## src/rtl/shift_serializer_pkg.sv

```systemverilog
// Shared types and constants for the shift_serializer slice: FSM states,
// direction tags and the counter-width helper.
package shift_pkg;

  typedef enum logic [1:0] {
    IDLE  = 2'd0,
    SHIFT = 2'd1,
    GAP   = 2'd2
  } state_t;

  localparam logic DIR_MSB_FIRST = 1'b0;
  localparam logic DIR_LSB_FIRST = 1'b1;

  // Width of a counter that must hold 0..n-1; never narrower than one bit.
  function automatic int cnt_width(input int n);
    return (n <= 1) ? 1 : $clog2(n);
  endfunction

endpackage

```

## src/rtl/shift_serializer_fifo.sv

```systemverilog
// Synchronous FIFO with wrap-bit pointers; async active-low reset on the
// pointers only, storage is left unreset.
module sync_fifo #(
  parameter  int WIDTH = 5,
  parameter  int DEPTH = 4,
  localparam int AW    = $clog2(DEPTH)
) (
  input  logic             clk,
  input  logic             rst,
  input  logic             push,
  input  logic             pop,
  input  logic [WIDTH-1:0] wdata,
  output logic [WIDTH-1:0] rdata,
  output logic             full,
  output logic             empty,
  output logic [AW:0]      level
);

  logic [WIDTH-1:0] mem [DEPTH];
  logic [AW:0]      wr_ptr;
  logic [AW:0]      rd_ptr;
  logic             do_push;
  logic             do_pop;

  assign do_push = push && !full;
  assign do_pop  = pop && !empty;

  // Same index with differing wrap bits means the write side lapped the read side.
  assign full  = (wr_ptr[AW] != rd_ptr[AW]) && (wr_ptr[AW-1:0] == rd_ptr[AW-1:0]);
  assign empty = (wr_ptr == rd_ptr);
  assign level = wr_ptr - rd_ptr;
  assign rdata = mem[rd_ptr[AW-1:0]];

  always_ff @(posedge clk or negedge rst) begin
    if (!rst) begin
      wr_ptr <= '0;
      rd_ptr <= '0;
    end else begin
      if (do_push) wr_ptr <= wr_ptr + (AW+1)'(1);
      if (do_pop)  rd_ptr <= rd_ptr + (AW+1)'(1);
    end
  end

  always_ff @(posedge clk) begin
    if (do_push) mem[wr_ptr[AW-1:0]] <= wdata;
  end

endmodule

```

## src/rtl/shift_serializer.sv

```systemverilog
// Buffers {dir, word} pairs and serializes each word onto d/en/mode for the
// downstream bidirectional shift register, with an optional idle gap.
module shift_serializer
  import shift_pkg::*;
#(
  parameter  int WIDTH      = 4,
  parameter  int DEPTH      = 4,
  parameter  int GAP_CYCLES = 1,
  localparam int LW         = $clog2(DEPTH) + 1
) (
  input  logic             clk,
  input  logic             rst,
  input  logic             in_valid,
  output logic             in_ready,
  input  logic [WIDTH-1:0] in_data,
  input  logic             in_dir,
  output logic             d,
  output logic             en,
  output logic             mode,
  output logic             word_done,
  output logic             busy,
  output logic [LW-1:0]    level
);

  localparam int CW = cnt_width(WIDTH);
  localparam int GW = cnt_width(GAP_CYCLES);

  state_t           state, state_nx;
  logic [WIDTH-1:0] sh, sh_nx;
  logic             dir_q, dir_nx;
  logic [CW-1:0]    cnt, cnt_nx;
  logic [GW-1:0]    gcnt, gcnt_nx;
  logic             done_q, done_nx;
  logic             ready_en;
  logic             load;
  logic             pop;
  logic             push;
  logic             full;
  logic             empty;
  logic [WIDTH:0]   fifo_rdata;

  assign push     = in_valid && in_ready;
  assign in_ready = ready_en && !full;

  sync_fifo #(
    .WIDTH (WIDTH + 1),
    .DEPTH (DEPTH)
  ) u_fifo (
    .clk   (clk),
    .rst   (rst),
    .push  (push),
    .pop   (pop),
    .wdata ({in_dir, in_data}),
    .rdata (fifo_rdata),
    .full  (full),
    .empty (empty),
    .level (level)
  );

  // Holds in_ready low until the first edge after reset release.
  always_ff @(posedge clk or negedge rst) begin
    if (!rst) ready_en <= 1'b0;
    else      ready_en <= 1'b1;
  end

  always_ff @(posedge clk or negedge rst) begin
    if (!rst) begin
      state  <= IDLE;
      sh     <= '0;
      dir_q  <= DIR_MSB_FIRST;
      cnt    <= '0;
      gcnt   <= '0;
      done_q <= 1'b0;
    end else begin
      state  <= state_nx;
      sh     <= sh_nx;
      dir_q  <= dir_nx;
      cnt    <= cnt_nx;
      gcnt   <= gcnt_nx;
      done_q <= done_nx;
    end
  end

  always_comb begin
    state_nx = state;
    sh_nx    = sh;
    dir_nx   = dir_q;
    cnt_nx   = cnt;
    gcnt_nx  = gcnt;
    done_nx  = 1'b0;
    load     = 1'b0;
    pop      = 1'b0;
    case (state)
      IDLE: begin
        load = !empty;
      end
      SHIFT: begin
        sh_nx  = (dir_q == DIR_LSB_FIRST) ? (sh >> 1) : (sh << 1);
        cnt_nx = cnt + CW'(1);
        if (cnt == CW'(WIDTH - 1)) begin
          done_nx = 1'b1;
          if (GAP_CYCLES > 0) begin
            state_nx = GAP;
            gcnt_nx  = '0;
          end else if (!empty) begin
            load = 1'b1;
          end else begin
            state_nx = IDLE;
          end
        end
      end
      GAP: begin
        if (gcnt == GW'(GAP_CYCLES - 1)) begin
          if (!empty) load = 1'b1;
          else        state_nx = IDLE;
        end else begin
          gcnt_nx = gcnt + GW'(1);
        end
      end
      default: state_nx = IDLE;
    endcase
    // Every path that starts a word shares one pop/load so the holder,
    // direction and counter always change together.
    if (load) begin
      pop      = 1'b1;
      sh_nx    = fifo_rdata[WIDTH-1:0];
      dir_nx   = fifo_rdata[WIDTH];
      cnt_nx   = '0;
      state_nx = SHIFT;
    end
  end

  assign en        = (state == SHIFT);
  assign busy      = (state != IDLE);
  assign mode      = dir_q;
  assign word_done = done_q;
  assign d         = (state == SHIFT) && ((dir_q == DIR_LSB_FIRST) ? sh[0] : sh[WIDTH-1]);

endmodule

```

## config.mk

```make
export PLATFORM = sky130hd
export DESIGN_NAME = shift_serializer
export DESIGN_NICKNAME = d
export VERILOG_FILES = /design/src/rtl/shift_serializer_pkg.sv /design/src/rtl/shift_serializer_fifo.sv /design/src/rtl/shift_serializer.sv
export SDC_FILE = /design/constraint.sdc
export NUM_CORES = 1
export LEC_CHECK = 0
export ABC_AREA = 1
export CORE_MARGIN = 2
export CORE_UTILIZATION = 30
export DETAILED_ROUTE_END_ITERATION = 7
export HOLD_SLACK_MARGIN = 0.1
export SLEW_MARGIN = 40
export SYNTH_ARGS = -nofsm -noshare
export SYNTH_HDL_FRONTEND = slang
export SYNTH_SLANG_ARGS = --single-unit
export TNS_END_PERCENT = 5
```

## constraint.sdc

```tcl
create_clock -name clk -period 4.05 [get_ports clk]
set_input_delay 0.81 -clock clk [delete_from_list [all_inputs] [get_ports clk]]
set_output_delay 0.81 -clock clk [all_outputs]
set_load 0.03 [all_outputs]
```

==> out/qor.csv <==
stage;metric;value;unit
run_status;status;complete, no violations;
clock_tree;H-tree depth;2;
routing;post-route ant nets;0;
clock_tree;clk buf depth;2;
floorplanning;Die Wd;82.7;µm
placed_design;Post-DP Area;2080;µm²
clock_tree;clock latency on the worst-skew pair;0.29;ns
synthesis;synth unique cells;26;
synthesis;Post-Synthesis Net Count;199;
timing;upper clock frequency limit;317;MHz
synthesis;Yosys reg bits;37;
placed_design;placed cells;270;
timing;Hold Fails Final Rpt;0;
synthesis;Synth Area per Inst;10.2;µm²
placed_design;DP HPWL;2.36;mm
synthesis;commonest cells in the netlist;nand2_1, inv_1, edfxtp_1;
placed_design;RePlAce Congestion;0.768;
synthesis;register area share after synthesis;55.2;%
final_layout;NumNets Final;219;
final_layout;# fillers;628;
clock_tree;Worst-path clk slew;0.08;ns
timing;Slew HR;62.3;%
routing;number of remaining DRC errors;0;
setup_path;CP max FO;16;
timing;Fin Setup TNS;0;ns
timing;final count of pins violating max slew;0;
clock_tree;Hold-fix buffers, CTS;0;
global_route;vias in the first global route;1230;
routing;Vias;1192;
routing;drt first pass iters;4;
routing;final WL;3.18;mm
global_route;pin count of the biggest net entering global routing;18;
timing;skew final;0.00906;ns
floorplanning;initial core utilization;31.2;%
routing;initial drt markers;48;
setup_path;Setup CP Type;flip-flop to primary output;
synthesis;number of synthesis warnings;0;
floorplanning;chip height;82.7;µm
placed_design;setup slack at placement;1.19;ns
clock_tree;CTS root buffer;clkbuf_8;
synthesis;Synth area leader;edfxtp_1;
timing;minimum clock period;3.15;ns
synthesis;most numerous cell in the Yosys netlist;nand2_1;
floorplanning;total I/O pin count;17;
timing;Hold Slack;0.443;ns
power_and_ir_drop;Pleak;0.962;nW
clock_tree;clock buffer count from CTS;5;
routing;Vias per Instance;4.29;
synthesis;main flop type after synthesis;edfxtp_1;
power_and_ir_drop;maximum VDD drop;0.000332;V
floorplanning;Placeable Area;5960;µm²
setup_path;Critical Path RT;3.24;ns
timing;Worst-Margin Slew;0.563;ns
setup_path;Crit. End Element;primary output;
floorplanning;row cnt;28;
setup_path;CP Data Arrival Time;2.34;ns
synthesis;Mapped Cells;182;
timing;setup ws final;0.900;ns
power_and_ir_drop;pwr/cell area;817;nW/µm²
synthesis;Syn Std Cell Area;1860;µm²
clock_tree;clock sink count;37;
routing;wire length per cell;11.4;µm
global_route;first-pass GRT wire length;5.73;mm
clock_tree;CTS tree;yes;
clock_tree;Post CTS Setup Buffer Count;0;
final_layout;layout cell share with drive strength beyond 1;19.2;%
timing;final worst-path cycle share;77.8;%
final_layout;fin util;36.4;%
setup_path;startpoint types;flip-flop;
synthesis;synth top area cells;edfxtp_1, dfrtp_1, nand2_1;
hold_path;HP Class;input pin to async pin;
final_layout;final instance count without filler cells;278;
timing;final setup vio count;0;
global_route;antenna violations before repair;0;
power_and_ir_drop;Total Power;1.77;mW
global_route;GRT Total Usage;11.4;%
final_layout;antenna cells;0;
timing;RSZ-0062 raised after global routing;no;
clock_tree;# resized after CTS;0;
job;number of max-cap violations;0;
floorplanning;die area;6840;µm²
synthesis;fraction of registers with async set/reset;45.9;%
final_layout;fin area;2170;µm²
global_route;Overflow after GRT;0;
synthesis;Post-synth EDFFs;20;
synthesis;Synth top area share;32.3;%
placed_design;PortBufs;16;
final_layout;area grow syn2layout;16.6;%
## power by group
part           switching [mW]  internal [mW]
logic                   0.554          0.352
clock network           0.134          0.122
registers               0.110          0.500
## layer usage
metal / vias up / global-route usage, % / share of wire, %
li1: 617 / - / -
met1: 555 / 15.3 / 52
met2: 16 / 17.5 / 43
met3: 4 / 3.26 / 3.1
met4: 0 / 3.93 / 1.1
met5: - / 0 / 0
## registers in the layout, summed over array words and instances (netlist names)
signal / cells
ready_en: 1
sh: 4
u_fifo.mem: 20
state: 2
mode: 1
word_done: 1
u_fifo.rd_ptr: 3
cnt: 2
u_fifo.wr_ptr: 3
## cells by family after synthesis
kind of cell / Yosys count / synth area share, %
AND/OR/NAND/NOR: 85 / 23.0
flip-flops: 37 / 55.2
buffers and inverters: 33 / 7.67
AO/OA/AOI/OAI: 13 / 5.59
adder cells (fa/ha/maj): 9 / 6.46
XOR/XNOR: 4 / 1.88
other: 1 / 0.202
## layout by cell type (no fill, tap or decap), types with 2 or more instances in the layout
master           count
or2_2                3
nand3_1             10
o21ai_0              4
nand2_1             43
clkbuf_8             5
inv_1               25
xor2_1               2
nand2_2              4
o21ai_1              2
dfrtp_1             17
edfxtp_1            20
xnor2_1              2
o21ai_2              3
clkdlybuf4s50_1     15
nor2_1              12
nand3_2             11
ha_1                 8
inv_2                5
## area by class of cell
cell class              count  area [µm²]  share of cell area (%)
clock buffers               5        68.8                    3.17
clock inverters             3        21.3                   0.981
inverters                  30         113                    5.19
multi-input cells         112         691                    31.9
flip-flops and latches     37        1030                    47.3
well taps                  75        93.8                    4.33
repair buffers             16         155                    7.16
## worst paths after layout
path / to / from / cells past startpoint / slack (ns)
setup / recovery: level[2] / u_fifo.rd_ptr[0] / 4 / 0.90
setup reg to reg: u_fifo.mem[1][2] / u_fifo.rd_ptr[1] / 7 / 1.86
hold / removal: cnt[1] / rst / 1 / 0.44
hold reg to reg: cnt[0] / cnt[0] / 1 / 0.51
max in group asynchronous: u_fifo.wr_ptr[1] / rst / 1 / 3.30
min in group clk: cnt[0] / cnt[0] / 1 / 0.51
## critical path, cell delays in order (launching register included)
cell	delay (ns)
dfrtp_1	0.55
ha_1	0.30
fa_1	0.37
xor2_1	0.15
clkdlybuf4s50_1	0.68
(Power assumes the default switching activity.)
